$ cat config.mk
export PLATFORM = sky130hd
export DESIGN_NAME = maple_xfer_sequencer
export DESIGN_NICKNAME = d
export VERILOG_FILES = /design/src/rtl/maple_xfer_sequencer.sv
export SDC_FILE = /design/constraint.sdc
export NUM_CORES = 1
export LEC_CHECK = 0
export ABC_AREA = 1
export CAP_MARGIN = 20
export CORE_MARGIN = 3
export CORE_UTILIZATION = 55
export DETAILED_ROUTE_END_ITERATION = 6
export PLACE_DENSITY = 0.82
export REMOVE_ABC_BUFFERS = 1
export SETUP_SLACK_MARGIN = 0.15
export SKIP_LAST_GASP = 1
export SLEW_MARGIN = 25
export SYNTH_ARGS = -nofsm -noshare
export SYNTH_HDL_FRONTEND = slang
export SYNTH_SLANG_ARGS = --single-unit
$ cat constraint.sdc
create_clock -name aclk -period 2.16 [get_ports aclk]
set_clock_uncertainty 0.05 [all_clocks]
set_input_delay 0.648 -clock aclk [delete_from_list [all_inputs] [get_ports aclk]]
set_output_delay 0.648 -clock aclk [all_outputs]
set_load 0.01 [all_outputs]
$ cat src/rtl/maple_xfer_sequencer.sv
// Maple Bus host transaction sequencer: runs one TX packet, turns the bus
// around, opens a bounded RX response window and reports how it ended.
module maple_xfer_sequencer #(
  parameter int C_TIMEOUT_WIDTH = 20,
  parameter int C_TX_GUARD      = 1024,
  parameter int C_TURNAROUND    = 16
) (
  input  logic                       aclk,
  input  logic                       areset,
  input  logic                       start,
  input  logic                       abort,
  input  logic                       expect_response,
  input  logic [C_TIMEOUT_WIDTH-1:0] timeout_cycles,
  input  logic                       tx_pending,
  input  logic                       transmitting,
  input  logic                       receiving,
  input  logic                       rx_last,
  output logic                       enable_tx,
  output logic                       enable_rx,
  output logic                       busy,
  output logic                       done,
  output logic                       timeout,
  output logic                       error,
  output logic                       aborted,
  output logic [2:0]                 state
);

  typedef enum logic [2:0] {
    S_IDLE      = 3'd0,
    S_TX_WAIT   = 3'd1,
    S_TX_ACTIVE = 3'd2,
    S_TURN      = 3'd3,
    S_RX_WAIT   = 3'd4,
    S_RX_ACTIVE = 3'd5
  } state_t;

  // One sequence counter is shared by the TX guard and the turnaround timer.
  localparam int GW = $clog2(C_TX_GUARD + 1);
  localparam int TW = $clog2(C_TURNAROUND + 1);
  localparam int SW = (GW > TW) ? GW : TW;
  localparam logic [SW-1:0] GUARD_LAST = SW'(C_TX_GUARD - 1);
  localparam logic [SW-1:0] TURN_LAST  = SW'(C_TURNAROUND - 1);
  localparam logic [SW-1:0] SEQ_ONE    = SW'(1);
  localparam logic [C_TIMEOUT_WIDTH-1:0] WIN_ONE = C_TIMEOUT_WIDTH'(1);

  state_t                     state_q, state_n;
  logic [SW-1:0]              seq_cnt_q, seq_cnt_n;
  logic [C_TIMEOUT_WIDTH-1:0] win_cnt_q, win_cnt_n;
  logic [C_TIMEOUT_WIDTH-1:0] tmo_q, tmo_n;
  logic                       exp_rsp_q, exp_rsp_n;
  logic                       abort_pend_q, abort_pend_n;
  logic                       tx_q, rx_q;
  logic                       enable_tx_n, enable_rx_n, busy_n;
  logic                       done_n, timeout_n, error_n, aborted_n;
  logic                       tx_fall, rx_fall;

  assign tx_fall = tx_q & ~transmitting;
  assign rx_fall = rx_q & ~receiving;
  assign state   = state_q;

  always_ff @(posedge aclk) begin
    if (areset) begin
      state_q      <= S_IDLE;
      seq_cnt_q    <= '0;
      win_cnt_q    <= '0;
      tmo_q        <= '0;
      exp_rsp_q    <= 1'b0;
      abort_pend_q <= 1'b0;
      tx_q         <= 1'b0;
      rx_q         <= 1'b0;
      enable_tx    <= 1'b0;
      enable_rx    <= 1'b0;
      busy         <= 1'b0;
      done         <= 1'b0;
      timeout      <= 1'b0;
      error        <= 1'b0;
      aborted      <= 1'b0;
    end else begin
      state_q      <= state_n;
      seq_cnt_q    <= seq_cnt_n;
      win_cnt_q    <= win_cnt_n;
      tmo_q        <= tmo_n;
      exp_rsp_q    <= exp_rsp_n;
      abort_pend_q <= abort_pend_n;
      tx_q         <= transmitting;
      rx_q         <= receiving;
      enable_tx    <= enable_tx_n;
      enable_rx    <= enable_rx_n;
      busy         <= busy_n;
      done         <= done_n;
      timeout      <= timeout_n;
      error        <= error_n;
      aborted      <= aborted_n;
    end
  end

  always_comb begin
    state_n      = state_q;
    seq_cnt_n    = seq_cnt_q;
    win_cnt_n    = win_cnt_q;
    tmo_n        = tmo_q;
    exp_rsp_n    = exp_rsp_q;
    abort_pend_n = abort_pend_q;
    done_n       = 1'b0;
    timeout_n    = 1'b0;
    error_n      = 1'b0;
    aborted_n    = 1'b0;

    unique case (state_q)
      S_IDLE: begin
        if (start) begin
          if (tx_pending) begin
            state_n      = S_TX_WAIT;
            seq_cnt_n    = '0;
            exp_rsp_n    = expect_response;
            tmo_n        = timeout_cycles;
            abort_pend_n = 1'b0;
          end else begin
            error_n = 1'b1;
          end
        end
      end
      S_TX_WAIT: begin
        if (abort) begin
          state_n   = S_IDLE;
          aborted_n = 1'b1;
        end else if (transmitting) begin
          state_n = S_TX_ACTIVE;
        end else if (seq_cnt_q == GUARD_LAST) begin
          state_n = S_IDLE;
          error_n = 1'b1;
        end else begin
          seq_cnt_n = seq_cnt_q + SEQ_ONE;
        end
      end
      S_TX_ACTIVE: begin
        // A packet in flight is never cut short; the abort waits for its end.
        if (tx_fall) begin
          if (abort_pend_q || abort) begin
            state_n   = S_IDLE;
            aborted_n = 1'b1;
          end else begin
            state_n   = S_TURN;
            seq_cnt_n = '0;
          end
          abort_pend_n = 1'b0;
        end else if (abort) begin
          abort_pend_n = 1'b1;
        end
      end
      S_TURN: begin
        if (abort) begin
          state_n   = S_IDLE;
          aborted_n = 1'b1;
        end else if (seq_cnt_q == TURN_LAST) begin
          if (exp_rsp_q) begin
            state_n   = S_RX_WAIT;
            win_cnt_n = tmo_q;
          end else begin
            state_n = S_IDLE;
            done_n  = 1'b1;
          end
        end else begin
          seq_cnt_n = seq_cnt_q + SEQ_ONE;
        end
      end
      S_RX_WAIT: begin
        if (abort) begin
          state_n   = S_IDLE;
          aborted_n = 1'b1;
        end else if (receiving) begin
          state_n = S_RX_ACTIVE;
        end else if (win_cnt_q == '0) begin
          state_n   = S_IDLE;
          timeout_n = 1'b1;
        end else begin
          win_cnt_n = win_cnt_q - WIN_ONE;
        end
      end
      S_RX_ACTIVE: begin
        if (abort) begin
          state_n   = S_IDLE;
          aborted_n = 1'b1;
        end else if (rx_last) begin
          state_n = S_IDLE;
          done_n  = 1'b1;
        end else if (rx_fall) begin
          state_n = S_IDLE;
          error_n = 1'b1;
        end
      end
      default: state_n = S_IDLE;
    endcase

    enable_tx_n = (state_n == S_TX_WAIT) || (state_n == S_TX_ACTIVE);
    enable_rx_n = (state_n == S_RX_WAIT) || (state_n == S_RX_ACTIVE);
    busy_n      = (state_n != S_IDLE);
  end

endmodule

==> impl_metrics.csv <==
group,metric,value,unit
run_status,status,"completed",
cts,insertion_delay,340,ps
drt,drc,0,
timing,slew_violations,0,
synth,synth_top_family_by_area,"simple AND/OR/NAND/NOR gates",
synth,synthDominantCellAreaShare,0.366,
synth,synth_area,3560,µm²
cts,cts_tree,"built",
synth,synthXorXnorAreaFrac,0.0172,
synth,synth-simple-area-share,0.370,
floorplanning,die-area,7470,µm²
placed_design,place_worst_setup_slack,-85.3,ps
timing,setup_slack,215,ps
cts,path_clk_slew,60,ps
floorplanning,fp.dieH,86.5,µm
floorplanning,initial_core_util,0.584,
power_and_ir_drop,leakagePower,1.89,nW
cts,htree_levels,3,
grt,gr-total-overflow,0,
cells_and_area,drive_above_1_share,0.132,
worst_hold_path,hold_class,"reg2reg",
grt,grt_antenna_before_repair,0,
power_and_ir_drop,powerDensity,590,nW/µm²
synth,synthFlopType,"dfxtp_1",
cts,cts_num_sinks,65,
synth,synth_compound_area_frac,0.160,
timing,setup_viol,0,
placed_design,io_buffers,38,
setup_path,cp_max_fo,4,
synth,muxShareOfSynthArea,0,
cts,cts_buffers,9,
timing,finalSetupTns,0,ps
drt,firstDrtPassIters,5,
timing,worst_slew_pin_slew,458,ps
synth,ys_ff_latch,65,
setup_path,arrival,1250,ps
cells_and_area,area_growth,21.5,%
timing,hold_slack,403,ps
synth,synthAdderAreaFrac,0.00703,
placed_design,gp_congestion,0.919,
cells_and_area,n_fill_cell,518,
drt,vias,3629,
drt,wl_per_cell,12.8,µm
cts,clock_path_buffers,2,
cells_and_area,diodes,0,
synth,yosysSeqAreaShare,0.366,
cells_and_area,nNetsFinal,629,
floorplanning,io_pins,39,
synth,ys_warn_count,0,
setup_path,cp_top_family,"buffers and inverters",
setup_path,crit_path_top_delay_cell,"clkdlybuf4s50_1",
synth,yosysMostFrequentCell,"nand2_1",
grt,grt_usage,0.241,
timing,clock.fmax,0.514,GHz
grt,grt_pass1_wl,14.6,mm
floorplanning,rows,28,
synth,synthTopCellsByCount,"128 x nand2_1, 100 x nor2_1, 65 x dfxtp_1, 43 x o21ai_0, 41 x inv_1",
timing,fin_crit_sh,0.901,
synth,synthTopCellsByArea,"dfxtp_1 37%, nand2_1 13%, nor2_1 11%",
power_and_ir_drop,finalPower,0.00255,W
drt,via_per_inst,5.38,
flow_run,drv_cap,0,
synth,yosys.area.top_type,"dfxtp_1",
drt,totalWireLength,8.67,mm
synth,syn_area_per_cell,6.56,µm²
setup_path,crit_path_end_kind,"primary output",
power_and_ir_drop,ir_worst_vdd,0.451,mV
placed_design,hpwl,6.12,mm
grt,grt_pass1_vias,3279,
cells_and_area,fin_util,0.710,
timing,period_minus_slack,1950,ps
drt,antenna_left,0,
synth,synthArstFlopShare,0,
timing,slew_headroom,0.692,
floorplanning,core-area,6100,µm²
synth,synth_edf_count,0,
setup_path,path_buf_inv,1,
setup_path,crit_chain,"clkdlybuf4s50_1",
drt,dr.first_iter.drc_count,326,
timing,hold_violations,0,
grt,grt_max_degree,34,
timing,rsz0062_at_grt,"true",
setup_path,crit_type,"reg2out",
synth,yosysUniqueCellTypes,38,
floorplanning,fp.dieW,86.5,µm
setup_path,critPathLaunchType,"register",
setup_path,crit_required,1460,ps
synth,synth_cells,543,
setup_path,slowest_delay,540,ps
cts,root_buffer,"clkbuf_8",
cts,holdBufCountCts,0,
-- power by group --
group | internal, W | switching, W | total [W]
clock network | 0.000428 | 0.000437 | 0.000864
registers | 0.00125 | 0.0000299 | 0.00128
logic | 0.000183 | 0.000222 | 0.000405
-- timing repair --
item / in CTS / in global routing
pin swaps: 0 / 1
gates resized for setup: 2 / 7
buffers inserted: 0 / 1
setup endpoints to repair: 2 / 32
-- state kept, by name (all words and copies together) (netlist names), 3 cells and up --
signal,cells
tmo_q,20
win_cnt_q,20
seq_cnt_q,11
state,3
-- layout by cell type (no fill, tap or decap), types with 2 or more instances in the layout --
| cell type | n |
|---|---|
| nor2_2 | 5 |
| inv_2 | 6 |
| o211ai_1 | 2 |
| nand2_4 | 2 |
| clkbuf_8 | 10 |
| dfxtp_2 | 3 |
| o21ai_1 | 13 |
| clkbuf_1 | 2 |
| nor2_4 | 3 |
| nand2_1 | 128 |
| nand3_1 | 26 |
| nand2_2 | 6 |
| clkdlybuf4s50_1 | 36 |
| buf_12 | 3 |
| ha_2 | 2 |
| dlymetal6s2s_1 | 2 |
| dfxtp_1 | 62 |
| xor2_1 | 6 |
| or2_1 | 3 |
| buf_4 | 23 |
| nand3_4 | 2 |
| nor3_1 | 8 |
| o21ai_0 | 42 |
| a21oi_2 | 7 |
| nor2_1 | 100 |
| nand3_2 | 3 |
| a21oi_1 | 38 |
| nand4_1 | 5 |
| inv_1 | 41 |
-- kinds of logic after synthesis --
kind of cell               Yosys count
and+or+nand+nor                    296
DFF                                 65
adders and majority gates            2
xor gates and xnor gates             7
buffers and inverters               67
AOI/OAI and AO/OA                  106
-- stage by stage --
stage / instances / instance area [µm²]
floorplan: 523 / 3450
global placement: 661 / 4150
detailed placement: 661 / 4150
CTS: 674 / 4300
global route: 675 / 4330
finish: 675 / 4330
-- per-layer routing --
layer	track usage	share of wire	wire length, µm
met5	0	0	0
met4	0.0864	0.016	138
met3	0.0380	0.057	490
met2	0.380	0.45	3860
met1	0.334	0.48	4180
-- layout make-up --
cell class / count / area (µm²) / area share
inverter: 47 / 176 / 0.0408
sequential: 65 / 1310 / 0.302
timing repair buffer: 64 / 618 / 0.143
clock buffer: 12 / 145 / 0.0335
multi-input combinational: 411 / 1980 / 0.458
tap: 75 / 93.8 / 0.0217
clock inverter: 1 / 5.00 / 0.00116
-- final timing paths --
check	start	end	slack, ps	cells past startpoint
max	state[2]	state[2]	210	1
min	tmo_q[2]	tmo_q[2]	400	2
max reg2reg	seq_cnt_q[1]	win_cnt_q[5]	300	10
min reg2reg	tmo_q[2]	tmo_q[2]	400	2
(Power assumes the default switching activity.)
